`src/rtl/router_reg_gen.sv`:
```
// Router input register stage: captures the header, holds bytes in FIFO order while the
// destination FIFO is full, forwards bytes to the FIFO write path and verifies the trailing check byte.
module router_reg_gen #(
  parameter int DATA_W     = 8,
  parameter int HOLD_DEPTH = 4,
  parameter int CHK_MODE   = 0
) (
  input  logic                             clock,
  input  logic                             resetn,
  input  logic                             pkt_valid,
  input  logic [DATA_W-1:0]                data_in,
  input  logic                             fifo_full,
  input  logic                             detect_add,
  input  logic                             lfd_state,
  input  logic                             ld_state,
  input  logic                             laf_state,
  input  logic                             full_state,
  input  logic                             rst_int_reg,
  output logic [DATA_W-1:0]                dout,
  output logic                             dout_valid,
  output logic                             parity_done,
  output logic                             low_pkt_valid,
  output logic                             err,
  output logic [$clog2(HOLD_DEPTH+1)-1:0]  hold_count,
  output logic                             hold_ovf
);

  localparam int CW = $clog2(HOLD_DEPTH + 1);
  localparam int PW = (HOLD_DEPTH > 1) ? $clog2(HOLD_DEPTH) : 1;

  logic [DATA_W-1:0] hold_mem [HOLD_DEPTH];
  logic [PW-1:0]     rd_ptr;
  logic [PW-1:0]     wr_ptr;
  logic [DATA_W-1:0] header_reg;
  logic [DATA_W-1:0] internal_chk;
  logic [DATA_W-1:0] packet_chk;
  logic [DATA_W-1:0] chk_next;
  logic              chk_rcvd;
  logic              hold_empty;
  logic              hold_full;
  logic              ld_active;
  logic              header_cap;
  logic              direct_wr;
  logic              push;
  logic              pop;
  logic              drop;
  logic              accept;

  function automatic logic [PW-1:0] ptr_inc(input logic [PW-1:0] p);
    return (p == PW'(HOLD_DEPTH - 1)) ? '0 : p + 1'b1;
  endfunction

  // full_state freezes the hold buffer; only ld_state may accept new bytes.
  always_comb begin
    hold_empty = (hold_count == '0);
    hold_full  = (hold_count == CW'(HOLD_DEPTH));
    ld_active  = ld_state && !full_state;
    header_cap = detect_add && pkt_valid;
    direct_wr  = ld_active && hold_empty && !fifo_full;
    push       = ld_active && !direct_wr && !hold_full;
    drop       = ld_active && !direct_wr && hold_full;
    pop        = (ld_state || laf_state) && !full_state && !fifo_full && !hold_empty;
    accept     = direct_wr || push;
    chk_next   = (CHK_MODE == 1) ? internal_chk + data_in : internal_chk ^ data_in;
  end

  always_ff @(posedge clock) begin
    if (push) hold_mem[wr_ptr] <= data_in;
  end

  always_ff @(posedge clock) begin
    if (!resetn) begin
      dout       <= '0;
      dout_valid <= 1'b0;
    end else begin
      dout_valid <= 1'b0;
      if (lfd_state) begin
        dout       <= header_reg;
        dout_valid <= 1'b1;
      end else if (pop) begin
        dout       <= hold_mem[rd_ptr];
        dout_valid <= 1'b1;
      end else if (direct_wr) begin
        dout       <= data_in;
        dout_valid <= 1'b1;
      end
    end
  end

  always_ff @(posedge clock) begin
    if (!resetn) begin
      low_pkt_valid <= 1'b0;
    end else if (rst_int_reg) begin
      low_pkt_valid <= 1'b0;
    end else if (ld_state && !pkt_valid) begin
      low_pkt_valid <= 1'b1;
    end
  end

  // A new header restarts the packet: buffer, check state and sticky flags all clear.
  always_ff @(posedge clock) begin
    if (!resetn) begin
      rd_ptr       <= '0;
      wr_ptr       <= '0;
      hold_count   <= '0;
      hold_ovf     <= 1'b0;
      header_reg   <= '0;
      internal_chk <= '0;
      packet_chk   <= '0;
      chk_rcvd     <= 1'b0;
      parity_done  <= 1'b0;
      err          <= 1'b0;
    end else if (header_cap) begin
      rd_ptr       <= '0;
      wr_ptr       <= '0;
      hold_count   <= '0;
      hold_ovf     <= 1'b0;
      header_reg   <= data_in;
      internal_chk <= data_in;
      packet_chk   <= '0;
      chk_rcvd     <= 1'b0;
      parity_done  <= 1'b0;
      err          <= 1'b0;
    end else begin
      if (accept && pkt_valid) internal_chk <= chk_next;
      if (accept && !pkt_valid) begin
        packet_chk <= data_in;
        chk_rcvd   <= 1'b1;
      end
      if (push) wr_ptr <= ptr_inc(wr_ptr);
      if (pop)  rd_ptr <= ptr_inc(rd_ptr);
      if (push && !pop)      hold_count <= hold_count + CW'(1);
      else if (pop && !push) hold_count <= hold_count - CW'(1);
      if (drop) hold_ovf <= 1'b1;
      // The check byte has left via dout once it is recorded and nothing remains held.
      if (chk_rcvd && hold_empty && !parity_done) begin
        parity_done <= 1'b1;
        err         <= (internal_chk != packet_chk);
      end
    end
  end

endmodule

```
`config.mk`:
```
export PLATFORM = sky130hd
export DESIGN_NAME = router_reg_gen
export DESIGN_NICKNAME = d
export VERILOG_FILES = /design/src/rtl/router_reg_gen.sv
export SDC_FILE = /design/constraint.sdc
export NUM_CORES = 1
export LEC_CHECK = 0
export ABC_AREA = 1
export ABC_CLOCK_PERIOD_IN_PS = 4900
export CAP_MARGIN = 10
export CORE_MARGIN = 4
export CORE_UTILIZATION = 51
export DETAILED_ROUTE_END_ITERATION = 6
export PLACE_DENSITY = 0.7
export SETUP_SLACK_MARGIN = 0.4
export SLEW_MARGIN = 0
export SYNTH_ARGS = -nofsm -noshare
export SYNTH_HDL_FRONTEND = slang
export SYNTH_SLANG_ARGS = --single-unit
export TNS_END_PERCENT = 1
```
`constraint.sdc`:
```
create_clock -name clock -period 4.9 [get_ports clock]
set_clock_uncertainty 0.1 [all_clocks]
set_input_delay 1.225 -clock clock [delete_from_list [all_inputs] [get_ports clock]]
set_output_delay 1.225 -clock clock [all_outputs]
set_load 0.01 [all_outputs]
```
Word level (Yosys, flattened, before mapping)
Memory sizes are Yosys's and may differ from the RTL's. A register that Yosys moved wholly into a read port is not among the register bits.
Index checks and enable logic that the tools add are counted.
Operators by class
  add/subtract/negate cells: 4
  eq/ne operators: 4
  muxes and demuxes: 16
  bitwise logic cells: 2
  reductions and logical operators: 34
Operator list (count)
  two-way mux 8 bit: 5
  logical AND 1 bit: 17
  logical NOT 1 bit: 9
  two-way mux 2 bit: 4
  inequality test 8 bit: 1
  bitwise XOR 8 bit: 1
  two-way mux 3 bit: 2
  two-way mux 1 bit: 5
  adder 2 x 1 -> 2 bit (second input constant): 2
  == test 2 bit (second input constant): 2
  nonzero test 2 bit: 2
  OR reduction 2 bit: 2
  adder 3 x 1 -> 3 bit (second input constant): 1
  == test 3 bit (second input constant): 1
  logical NOT 3 bit: 1
  nonzero test 3 bit: 1
  subtractor 3 x 1 -> 3 bit (second input constant): 1
  logical OR 1 bit: 2
  inverter 1 bit: 1
Storage, ports and cells
  register bits after elaboration: 45
  RAM bits: 32
  input port bits: 18
  output and inout port bits: 16
  logic and storage cells: 74
  memories kept: 1
Memories
  hold_mem: words 4, bits a word 8, read ports 1, clocked after Yosys merged registers in 1, write ports 1, line 31  | logic [DATA_W-1:0] hold_mem [HOLD_DEPTH];

Depth between registers and ports, before layout
  depth after elaboration: 11
  depth in mapped cells: 15
  gate-level depth less buffers: 14

Worst setup path before layout
Ideal clock, no wire load.
  kind: input to register
  start point: input port full_state
  end point: register hold_count[2]
  setup time: 0.122 ns
  arrival: 2.731 ns
  data required time: 4.678 ns
  path slack: 1.947 ns
  cell stages on the path: 15
  path buffers: 1
  cells stage by stage: inv_1 > nand2_1 > inv_1 > nand2_1 > inv_1 > buf_6 > nand2_4 > inv_1 > ha_1 > inv_1 > fa_1 > a21oi_1 > o21ai_0 > o21ai_0 > a21oi_1
On the way
  cells in the longest elaborated chain, start to end: 10
  elaborated cells on any way between the ends: 16
  classes of those cells: mux: 1; reduce/logical: 15
RTL lines
  from (decl): line 17  | input logic full_state,
  logical NOT 1 bit *: line 57, 62
  logical AND 1 bit: line 57  | ld_active = ld_state && !full_state;
  logical AND 1 bit (2 in a row): line 59  | direct_wr = ld_active && hold_empty && !fifo_full;
  logical NOT 1 bit: line 60  | push = ld_active && !direct_wr && !hold_full;
  logical AND 1 bit (2 in a row): line 60
  logical NOT 1 bit: line 133  | else if (pop && !push) hold_count <= hold_count - CW'(1);
  logical AND 1 bit: line 133
  nonzero test 2 bit (no line)
  to (signal assigned): line 132  | if (push && !pop) hold_count <= hold_count + CW'(1);
  to (signal assigned): line 133
  to (decl): line 24  | output logic [$clog2(HOLD_DEPTH+1)-1:0] hold_count,
Mark *: on every way between the ends. The rest lies on a longest branch, timed or not.
A chain may end at the register's enable or synchronous reset.

Final worst setup path
  start point: input port ld_state
  end point: register hold_count[2]
On the way
  cells in the longest elaborated chain, start to end: 9
  elaborated cells on any way between the ends: 16
  classes of those cells: mux: 1; reduce/logical: 15
RTL lines
  from (decl): line 15  | input logic ld_state,
  logical AND 1 bit: line 57
  logical AND 1 bit (2 in a row): line 59
  logical NOT 1 bit: line 60
  logical AND 1 bit (2 in a row): line 60
  logical NOT 1 bit: line 133
  logical AND 1 bit: line 133
  nonzero test 2 bit (no line)
Several ways; a longest one is shown, not always the timed one.

==> out/summary.txt <==
Largest net degree at the start of global routing: 21
Slew @ Worst Pin: 0.724 ns
Reg-to-Reg End: hold_count[2]
Syn Inst Count: 448
Arrival time at the worst endpoint: 3.53 ns
CTS tree: done
Tmin final: 3.38 ns
DRT Pass-1 Iters: 4
Crit. End Element: register
Nets: 503
Fillers: 616
Slew Viols, Final: 0
Fin. Hold Viols: 0
Biggest register: hold_mem
Final wirelength: 7780 um
Max stage delay on crit path: 0.53 ns
Synth Area in Simple Gates: 24.7%
Post-synthesis compound-gate area fraction: 7.80%
CTS Hold Buffers Added: 0
Worst rel slew slack: 51.6%
CP endpoint: hold_count[2]
Mapped Avg Cell Area: 8.27 sq um
Final setup viols: 0
Clock network power share: 38.0%
# Max-Cap Violations: 0
Max reg flops: 32
# port buffers: 33
Syn_nets: 473
Post-synthesis xor/xnor area fraction: 4.02%
First-pass GRT wire length: 13100 um
Max H-tree Level: 3
Synth unique cells: 30
LEAKAGE: 0.00186 uW
Placed Area: 4040 sq um
Via density: 4.84
Initial core utilization: 53.4%
Sequential fraction of the synthesis area: 51.3%
IO Count: 34
Max FO, Critical Path: 11
Worst setup path startpoint: ld_state
Cts bufs inserted: 9
Slowest-stage cell, CP: clkdlybuf4s50_1
Crit path required time: 5.06 ns
Levels on crit path: 14
Outcome: finished clean
Vias in the first global route: 2758
Drt initial violations: 150
R2R depth: 13
Post-Route Setup TNS: 0 ns
Final instance area: 4280 sq um
Hpwl dp: 5350 um
Dpl cells: 563
Crit-path cells: clkdlybuf4s50_1, nand2_1, inv_1, nand2_1, inv_1, nand2_4, inv_1, ha_1, inv_1, fa_1, a21oi_1, o21ai_0, o21ai_0, a21oi_1
N_diodes: 0
Syn-to-layout area delta: 15.5%
Pwr per Cell Area: 349 nW/um^2
Flop2flop setup slack: 2.44 ns
DP Worst Slack: 1.13 ns
Clock transition at path regs: 0.09 ns
Final Wtd Congestion: 0.793
Maximum vdd drop: 0.000209 V
Setup CP Type: primary input to register
Clock Latency Late Sink: 0.37 ns
Routed Antenna Nets: 0
GRT Util Overall: 19.6%
Post-route worst setup slack: 1.52 ns
Die area: 8690 sq um
Core area: 6940 sq um
Total Power: 1500 uW
Critical path's top delay family: buffers and inverters
Synthesized cell area: 3710 sq um
Setup crit start kind: primary input
Crit path buffers/inverters: 5
Initial antenna violation count: 0
Vias: 2805
Setup bufs post-CTS: 0
Top cell by count, worst path: inv_1
Period utilisation layout: 68.9%
Part of the power in combinational logic: 13.0%
Reg-to-reg critical path startpoint: hold_count[0]
Post-cts sizing count: 0
Hold WC Path Type: register to register
Synth Register Bits: 79
Adder-Cell Fraction of Synth Area: 2.57%
Post-synthesis mux area share: 0%
Die W: 93.2 um
Share of layout cells above drive strength 1: 7.45%
Clock Sinks: 79
Main combinational cell family by area after synthesis: simple AND/OR/NAND/NOR gates
Clk buf depth: 2
Root Driver: clkbuf_8
Row cnt: 30
Fin cells: 579
DRC Markers: 0
Sw Share: 25.7%
Sequential share of power: 49.1%
FMAX: 296 MHz
Internal power: 1110 uW
Mean routed wirelength per cell: 13.4 um
Remaining global-route overflow: 0
Die height: 93.2 um
RSZ-0062 raised after global routing: false
Net Switching: 385 uW
Ys Warns: 0
## Yosys cell counts (all sizes together)
cell type,n,area share [%]
a21oi,34,4.6
nand3,35,5.1
xnor2,8,1.9
o21a,1,0.20
nor3,2,0.27
inv,62,6.3
xor2,9,2.1
edfxtp,32,26
nand2,124,13
fa,1,0.54
clkbuf,4,0.44
nor2,49,5.9
o21ai,21,2.8
buf,10,2.6
dfxtp,47,25
ha,6,2.0
clkinv,2,0.20
a31oi,1,0.17
## worst min-delay path by stage
stage                  startpoint             to  slack [ns]  cells past startpoint
CTS                 header_reg[1]  header_reg[1]        0.37                      2
detailed placement  header_reg[1]  header_reg[1]        0.36                      2
global route        header_reg[0]  header_reg[0]        0.38                      2
floorplan                chk_rcvd       chk_rcvd        0.34                      2
finish                   chk_rcvd       chk_rcvd        0.37                      2
global placement         chk_rcvd       chk_rcvd        0.35                      2
## metrics by stage
step                hold WS, ns  utilization [%]
finish                    0.373             61.7
global route              0.384             61.7
CTS                       0.372             61.7
detailed placement        0.358             58.2
global placement          0.348             58.2
floorplan                 0.337                -
## layout by cell type, fill, tap and decap left out, drive strengths merged
| master | instances |
|---|---|
| clkinv | 4 |
| nand3 | 35 |
| xnor2 | 8 |
| clkbuf | 10 |
| fa | 1 |
| ha | 6 |
| clkinvlp | 1 |
| xor2 | 9 |
| nor3 | 2 |
| dfxtp | 47 |
| inv | 63 |
| bufinv | 2 |
| clkdlybuf4s50 | 33 |
| a21oi | 34 |
| edfxtp | 32 |
| o21ai | 21 |
| nand2 | 124 |
| o21a | 1 |
| a31oi | 1 |
| nor2 | 49 |
## final cells by class
cell class                 count  area [sq um]  share of cell area, %
clock inverter                 6          90.1                   2.10
sequential                    79          1900                   44.4
clock buffer                  10           149                   3.48
inverter                      64           243                   5.67
tap                           96           120                   2.81
timing repair buffer          33           330                   7.71
multi-input combinational    291          1450                   33.8
## routing by layer
layer | GRT usage, % | wire length [um] | vias to the layer above
li1 | - | - | 1474
met1 | 24.4 | 3410 | 1251
met2 | 32.1 | 3700 | 67
met3 | 3.94 | 509 | 13
met4 | 9.89 | 159 | 0
met5 | 0 | 0 | -
## power groups by stage
stage | clock [uW] | combinational, uW | sequential, uW
floorplan | 0 | 128 | 749
global placement | 0 | 191 | 748
detailed placement | 0 | 194 | 749
CTS | 577 | 195 | 734
global route | 604 | 221 | 738
finish | 568 | 194 | 734
## cells by family after synthesis
kind of cell | Yosys count
buffers and inverters | 78
xor gates and xnor gates | 17
and+or+nand+nor | 210
DFF | 79
AOI/OAI and AO/OA | 57
adders and majority gates | 7
## worst reg2reg max path, stage by stage, from the launching register on
cell	delay, ns
dfxtp_1	0.48
nor2_4	0.09
nand2_1	0.06
nand2_1	0.04
inv_1	0.29
nand2_4	0.13
inv_1	0.09
ha_1	0.14
inv_1	0.06
fa_1	0.38
a21oi_1	0.14
o21ai_0	0.11
o21ai_0	0.17
a21oi_1	0.06
No activity file was read; power rests on OpenSTA's default activity.
